## src/rtl/pcie_dest_drain.sv

```systemverilog
// pcie_dest_drain
//   Drains the two destination FIFOs (D0, D1) and presents the words to a
//   single sink over a valid/ready handshake. D0 and D1 are served round-robin
//   on ties, and a FIFO is never popped while its empty flag is set.
//   Pop in cycle N, FIFO data in N+1 (FETCH), valid_sink from N+2 (HOLD).
//
// Optional feature macro: DRAIN_COUNT_EN
//   defined   -> CNT_W parameter, cnt_D0/cnt_D1 ports and counters present
//   undefined -> counters removed; init only resets the round-robin pointer
//
// Ports:
//   clk, reset_L (async, active-low), init (sync clear of counters/pointer)
//   empty_D0/empty_D1, data_out0/data_out1 : FIFO status and read data
//   sink_ready                             : sink accepts data_sink
//   pop_D0/pop_D1                          : combinational FIFO pops
//   data_sink/valid_sink/dest_sink         : registered output word, source
//   idle_drain                             : IDLE with both FIFOs empty
//   cnt_D0/cnt_D1                          : words delivered per destination
module pcie_dest_drain #(
  parameter int DATA_W = 6
`ifdef DRAIN_COUNT_EN
  , parameter int CNT_W = 8
`endif
) (
  input  logic              clk,
  input  logic              reset_L,
  input  logic              init,
  input  logic              empty_D0,
  input  logic              empty_D1,
  input  logic [DATA_W-1:0] data_out0,
  input  logic [DATA_W-1:0] data_out1,
  input  logic              sink_ready,
  output logic              pop_D0,
  output logic              pop_D1,
  output logic [DATA_W-1:0] data_sink,
  output logic              valid_sink,
  output logic              dest_sink,
  output logic              idle_drain
`ifdef DRAIN_COUNT_EN
  , output logic [CNT_W-1:0] cnt_D0
  , output logic [CNT_W-1:0] cnt_D1
`endif
);

  typedef enum logic [1:0] {S_IDLE, S_FETCH, S_HOLD} state_t;

  state_t            state_q, state_d;
  logic              last_q, last_d;   // last-served destination (1 = D1)
  logic              sel_q, sel_d;     // destination popped, used in FETCH
  logic [DATA_W-1:0] data_q, data_d;
  logic              dest_q, dest_d;
  logic              pop_ok, pop0, pop1;

  // Pops are gated by reset_L so nothing is popped while held in reset,
  // even though the reset state (IDLE) would otherwise allow it.
  always_comb begin
    pop0   = 1'b0;
    pop1   = 1'b0;
    pop_ok = reset_L && ((state_q == S_IDLE) || ((state_q == S_HOLD) && sink_ready));
    if (pop_ok) begin
      case ({empty_D0, empty_D1})
        2'b01:   pop0 = 1'b1;
        2'b10:   pop1 = 1'b1;
        2'b00: begin
          pop0 = last_q;
          pop1 = ~last_q;
        end
        default: ;
      endcase
    end
  end

  always_comb begin
    state_d = state_q;
    last_d  = last_q;
    sel_d   = sel_q;
    data_d  = data_q;
    dest_d  = dest_q;
    if (pop0 || pop1) begin
      sel_d  = pop1;
      last_d = pop1;
    end
    if (init) last_d = 1'b1;
    case (state_q)
      S_IDLE:  if (pop0 || pop1) state_d = S_FETCH;
      S_FETCH: begin
        data_d  = sel_q ? data_out1 : data_out0;
        dest_d  = sel_q;
        state_d = S_HOLD;
      end
      S_HOLD:  if (sink_ready) state_d = (pop0 || pop1) ? S_FETCH : S_IDLE;
      default: state_d = S_IDLE;
    endcase
  end

  always_ff @(posedge clk or negedge reset_L) begin
    if (!reset_L) begin
      state_q <= S_IDLE;
      last_q  <= 1'b1;
      sel_q   <= 1'b0;
      data_q  <= '0;
      dest_q  <= 1'b0;
    end else begin
      state_q <= state_d;
      last_q  <= last_d;
      sel_q   <= sel_d;
      data_q  <= data_d;
      dest_q  <= dest_d;
    end
  end

  assign pop_D0     = pop0;
  assign pop_D1     = pop1;
  assign data_sink  = data_q;
  assign dest_sink  = dest_q;
  assign valid_sink = (state_q == S_HOLD);
  assign idle_drain = (state_q == S_IDLE) && empty_D0 && empty_D1;

`ifdef DRAIN_COUNT_EN
  logic [CNT_W-1:0] cnt0_q, cnt0_d, cnt1_q, cnt1_d;

  always_comb begin
    cnt0_d = cnt0_q;
    cnt1_d = cnt1_q;
    if (init) begin
      cnt0_d = '0;
      cnt1_d = '0;
    end else if ((state_q == S_HOLD) && sink_ready) begin
      if (dest_q) cnt1_d = cnt1_q + 1'b1;
      else        cnt0_d = cnt0_q + 1'b1;
    end
  end

  always_ff @(posedge clk or negedge reset_L) begin
    if (!reset_L) begin
      cnt0_q <= '0;
      cnt1_q <= '0;
    end else begin
      cnt0_q <= cnt0_d;
      cnt1_q <= cnt1_d;
    end
  end

  assign cnt_D0 = cnt0_q;
  assign cnt_D1 = cnt1_q;
`endif

endmodule

```

## config.mk

```make
export PLATFORM = sky130hd
export DESIGN_NAME = pcie_dest_drain
export DESIGN_NICKNAME = d
export VERILOG_FILES = /design/src/rtl/pcie_dest_drain.sv
export SDC_FILE = /design/constraint.sdc
export NUM_CORES = 1
export LEC_CHECK = 0
export CAP_MARGIN = 25
export CORE_AREA = 2 2 43 45
export CTS_CLUSTER_DIAMETER = 150
export DETAILED_ROUTE_END_ITERATION = 6
export DIE_AREA = 0 0 45 47
export GPL_TIMING_DRIVEN = 0
export PLACE_DENSITY = 0.71
export SYNTH_ARGS = -nofsm -noshare
export SYNTH_HDL_FRONTEND = slang
export SYNTH_SLANG_ARGS = --single-unit
```

## constraint.sdc

```tcl
create_clock -name clk -period 2.1 [get_ports clk]
set_input_delay 0.315 -clock clk [delete_from_list [all_inputs] [get_ports clk]]
set_output_delay 0.315 -clock clk [all_outputs]
set_load 0.05 [all_outputs]
```

* Word level (Yosys, flattened, before mapping) *
Index checks and enable logic that the tools add are counted.

word-level totals
  input port bits = 18
  output and inout bits = 11
  memory bits (read-only) = 0
  word-level logic and storage cells = 33
  register bits after elaboration = 11
  latch bits = 0
  RAM bits = 0
  memories = 0

cells by class
  muxes and demuxes = 11
  reductions and logical operators = 10
  order comparisons = 0
  shifts and indexed selects = 0
  bitwise logic cells = 1
  $add $sub $neg = 0
  eq/ne operators = 6
  multiply operators = 0
  divide/modulo/power cells = 0

operators by type and width
  operator              count
  $mux W6               1
  $pmux W2 S3           1
  $mux W1               5
  $eq A2 B1 Y1 const B  2
  $eq A2 B2 Y1 const B  2
  $logic_and A1 B1 Y1   4
  $logic_not A2 Y1      2
  $mux W2               2
  $pmux W1 S2           2
  $logic_or A1 B1 Y1    2
  $ne A2 B1 Y1 const B  1
  $ne A2 B2 Y1 const B  1
  $reduce_and A2 Y1     1
  $reduce_bool A2 Y1    1
  $not A1 Y1            1

* Logic depth before layout (Yosys ltp) *
  depth after elaboration = 9
  gate-level depth with buffers = 4
  mapped depth without buffers = 3

* Worst setup path before layout *
No wires, ideal clock.

  path kind = flip-flop to output port
  start point = reg state_q[0]
  end point = out idle_drain
  arrival = 1496 ps
  required time = 1785 ps
  stages on the path, launching flop included = 2
  setup slack = 289 ps
  path buffers = 0
  cells stage by stage = dfrtp_1 > nor3_1

between the ends
  word-level cells in the longest chain between the ends = 3

ends and longest elaborated chain
  item                               RTL line  text
  from (decl)                        47        state_t state_q, state_d;
  from (signal assigned)             104       state_q <= state_d;
  $logic_not A2 Y1                   117       assign idle_drain = (state_q == S_IDLE) && empty_D0 && empty_D1;
  $logic_and A1 B1 Y1 (2 in series)  117
  to (decl)                          38        output logic idle_drain

No other way between the ends.

* Worst setup path after layout *
  start point = in empty_D0
  end point = out pop_D1

between the ends
  word-level cells in the longest chain between the ends = 3
  elaborated cells between the ends (all ways) = 4
  classes of those cells = eq/ne: 1; mux: 2; reduce/logical: 1

ends and longest elaborated chain
  item                                              RTL line  text
  from (decl)                                       28        input logic empty_D0,
  $eq A2 B2 Y1 or $logic_not A2 Y1 (tied branches)  61        case ({empty_D0, empty_D1})
  $pmux W1 S2 (*)                                   61
  $mux W1 (*)                                       60        if (pop_ok) begin
  to (decl)                                         34        output logic pop_D1,

Mark *: on every way between the ends. The rest lies on a longest branch, timed or not.

==> summary.log <==
[floorplanning] number of placed I/O pins 29
[floorplanning] DIE AREA 2120 µm²
[logic_synthesis] Warnings, synthesis 0
[drt] count of TritonRoute iterations in the first routing pass 2
[clock_network] CTS tree yes
[critical_path] CP Data Arrival Time 1.68 ns
[place] HPWL reported at the end of detailed placement 898 µm
[logic_synthesis] share of the synthesized area in the top cell type 44.3%
[drt] total wire length 1.14 mm
[critical_path] Max FO, Critical Path 3
[critical_path] list of cells traversed by the critical path clkdlybuf4s50_1 -> clkinv_1 -> a2111oi_4 -> clkdlybuf4s15_2
[clock_network] master cell of the clock root buffer sky130_fd_sc_hd__clkbuf_4
[clock_network] number of buffers inserted for hold repair after clock tree synthesis 0
[logic_synthesis] sequential share of the synthesized area 49.0%
[sta] unrepaired setup endpoints after global routing no
[sta] final critical-path required period 1.99 ns
[power] total power density per cell area 1090 nW/µm²
[final_layout] synthesis-to-finish area growth 58.5%
[clock_network] maximum count of clock buffers along a single path 2
[grt] global-route usage over all layers 12.1%
[run_status] result of the run finished, final reports clean
[drt] post-DR vias/cell 4.87
[power] leakage component of the power 0.374 nW
[clock_network] CTS H-Tree Depth 1
[worst_hold_path] Hold WC Path Type primary input to async pin
[place] RD Place Congestion 0.684
[sta] # setup viols final 0
[place] Placement Cell Area 866 µm²
[logic_synthesis] primary flip-flop cell chosen by synthesis mapping sky130_fd_sc_hd__dfrtp_1
[final_layout] number of antenna repair diodes 0
[logic_synthesis] net count after synthesis 70
[drt] metal3 WL 110 µm
[sta] post-route clock period utilization 94.8%
[critical_path] type of destination of the critical path primary output
[final_layout] count of nets after finishing 103
[grt] largest net degree at the start of global routing 13
[sta] worst-margin pin slew 0.501 ns
[place] # port buffers 28
[drt] Routed WL per cell 11.3 µm
[critical_path] Slowest-stage cell, CP sky130_fd_sc_hd__clkdlybuf4s50_1
[sta] final count of pins violating max slew 0
[critical_path] endpoint required time on the critical path 1.78 ns
[clock_network] sink count of the clock tree 11
[critical_path] critical path class primary input to primary output
[grt] first-pass GRT wire length 1.84 mm
[logic_synthesis] top post-synthesis cells by count sky130_fd_sc_hd__dfrtp_1 (10), sky130_fd_sc_hd__nand2_1 (8), sky130_fd_sc_hd__mux2i_1 (6), sky130_fd_sc_hd__o21ai_0 (6)
[sta] headroom to the max-slew limit 66.5%
[place] cell count after placement 97
[critical_path] setup slack, reg-to-reg 0.94 ns
[grt] global-route congestion overflow total 0
[logic_synthesis] top cells by area, synth sky130_fd_sc_hd__dfrtp_1 (44%), sky130_fd_sc_hd__mux2i_1 (11%), sky130_fd_sc_hd__o21ai_0 (5.3%)
[logic_synthesis] async set-or-reset flop fraction in the synthesized netlist 100%
[sta] f_max 502 MHz
[final_layout] number of standard cells in the final layout excluding fillers 101
[floorplanning] Die X-Extent 45 µm
[drt] met2 routed WL 537 µm
[drt] highest metal layer used by the detailed router met4
[sta] final worst clock skew 0.00118 ns
[sta] number of hold-slack violations in the final timing report 0
[run] number of maximum-capacitance constraint violations 0
[floorplanning] starting utilization of the core area 34.2%
[logic_synthesis] most frequently used cell type in the post-synthesis netlist sky130_fd_sc_hd__dfrtp_1
[critical_path] worst flop-to-flop path startpoint state_q[0]$_DFFE_PN0P_
[floorplanning] standard cell core area 1650 µm²
[logic_synthesis] cell area after technology mapping 564 µm²
[grt] antenna violations before repair 0
[drt] count of vias placed by the detailed router 492
[sta] Total Neg Setup Slack 0 ns
[logic_synthesis] average cell area after synthesis 10.9 µm²
[critical_path] max incr delay on CP 0.52 ns
[logic_synthesis] Synth area leader sky130_fd_sc_hd__dfrtp_1
[final_layout] final instance area 895 µm²
[clock_network] Clock Pin Slew Worst Setup and Hold Paths 0.07 ns
[power] worst ir drop on vdd 0.422 mV
[clock_network] number of buffers created by CTS 3
[critical_path] r2r endpoint last_q$_DFFE_PN1P_
[logic_synthesis] number of synthesized flops with an enable pin 0
[final_layout] fillers 161
[grt] number of global-route vias before repair 454
[final_layout] share of final-layout standard cells stronger than drive strength 1 16.7%
[drt] metal1 wirelength 480 µm
[drt] First DRT Iteration DRCs 3
[clock_network] clock latency on the worst-skew pair 0.26 ns
[drt] count of antenna-violating nets left after detailed routing 0
[floorplanning] height of the chip 47 µm
[drt] DRC violation count after routing 0
[logic_synthesis] number of instances in the synthesized netlist 52
[critical_path] Setup crit start kind primary input
[floorplanning] standard-cell row count 15
[critical_path] cell depth of the worst flop-to-flop path 3
[logic_synthesis] count of distinct cell types in the synthesized netlist 23
[logic_synthesis] FF+latch count, synth 11
-- critical path, delay by kind of cell --
family	cells	cell delay [ns]
buffers and inverters	3	1.06
AO/OA/AOI/OAI	1	0.31
-- repair_timing --
item	in CTS	in global routing
buffers inserted	0	0
gates resized for setup	10	0
endpoints found under the setup margin	3	0
-- kinds of logic after synthesis --
family	count (synthesis)	synth area share [%]
AOI/OAI and AO/OA	12	16.9
buffers and inverters	4	3.10
DFF	11	49.0
muxes	6	10.6
and+or+nand+nor	19	20.4
-- sequential cells by signal (all words and copies together), names as in the netlist --
register / count
data_sink: 6
dest_sink: 1
last_q: 1
sel_q: 1
state_q: 2
-- report_power, final --
group          internal (mW)  leakage [nW]  switching [mW]
clock                 0.0734        0.0150          0.0706
sequential             0.279         0.135          0.0357
combinational          0.191         0.224           0.326
total                  0.544         0.374           0.432
-- how the worst max path moves through the flow --
stage,start,to
floorplan,state_q[0]$_DFFE_PN0P_,idle_drain
global placement,reset_L,pop_D0
detailed placement,reset_L,pop_D0
CTS,empty_D0,pop_D1
global route,sink_ready,pop_D0
finish,empty_D0,pop_D1
-- metal layers --
| layer | global-route usage, % | up-vias |
|---|---|---|
| li1 | - | 246 |
| met4 | 5.29 | 0 |
| met3 | 3.08 | 2 |
| met2 | 22.0 | 21 |
| met1 | 13.4 | 223 |
| met5 | 0 | - |
-- final cells by class --
cell class                 count  area, µm²  share of cell area [%]
multi-input combinational     37        270                    30.2
buffer                         2       10.0                    1.12
tap                           17       21.3                    2.38
inverter                       2       7.51                   0.839
sequential                    11        277                    30.9
timing repair buffer          28        283                    31.6
clock buffer                   4       26.3                    2.94
-- through the flow --
stage	power [mW]	hold WS, ns	util (%)	worst slack (ns)
floorplan	0.656	0.0194	-	0.289
finish	0.975	0.0321	54.2	0.109
global route	1.03	0.0475	54.2	0.0362
CTS	0.991	0.0348	54.2	0.0919
detailed placement	0.845	0.471	52.4	-0.732
global placement	0.837	0.464	52.4	-0.731
-- cells in the final DEF (no fill, tap or decap), types with 2 or more instances in the layout --
| cell type | Yosys | final |
|---|---|---|
| sky130_fd_sc_hd__clkdlybuf4s50_1 | 0 | 24 |
| sky130_fd_sc_hd__dfrtp_1 | 10 | 10 |
| sky130_fd_sc_hd__nand2_1 | 8 | 8 |
| sky130_fd_sc_hd__mux2i_1 | 6 | 6 |
| sky130_fd_sc_hd__o21ai_0 | 6 | 6 |
| sky130_fd_sc_hd__clkbuf_4 | 0 | 3 |
| sky130_fd_sc_hd__clkdlybuf4s15_2 | 0 | 3 |
| sky130_fd_sc_hd__nor2b_1 | 2 | 2 |
| sky130_fd_sc_hd__nand2b_1 | 2 | 2 |
| sky130_fd_sc_hd__o21ai_1 | 2 | 2 |
No activity file was read; power rests on OpenSTA's default activity.
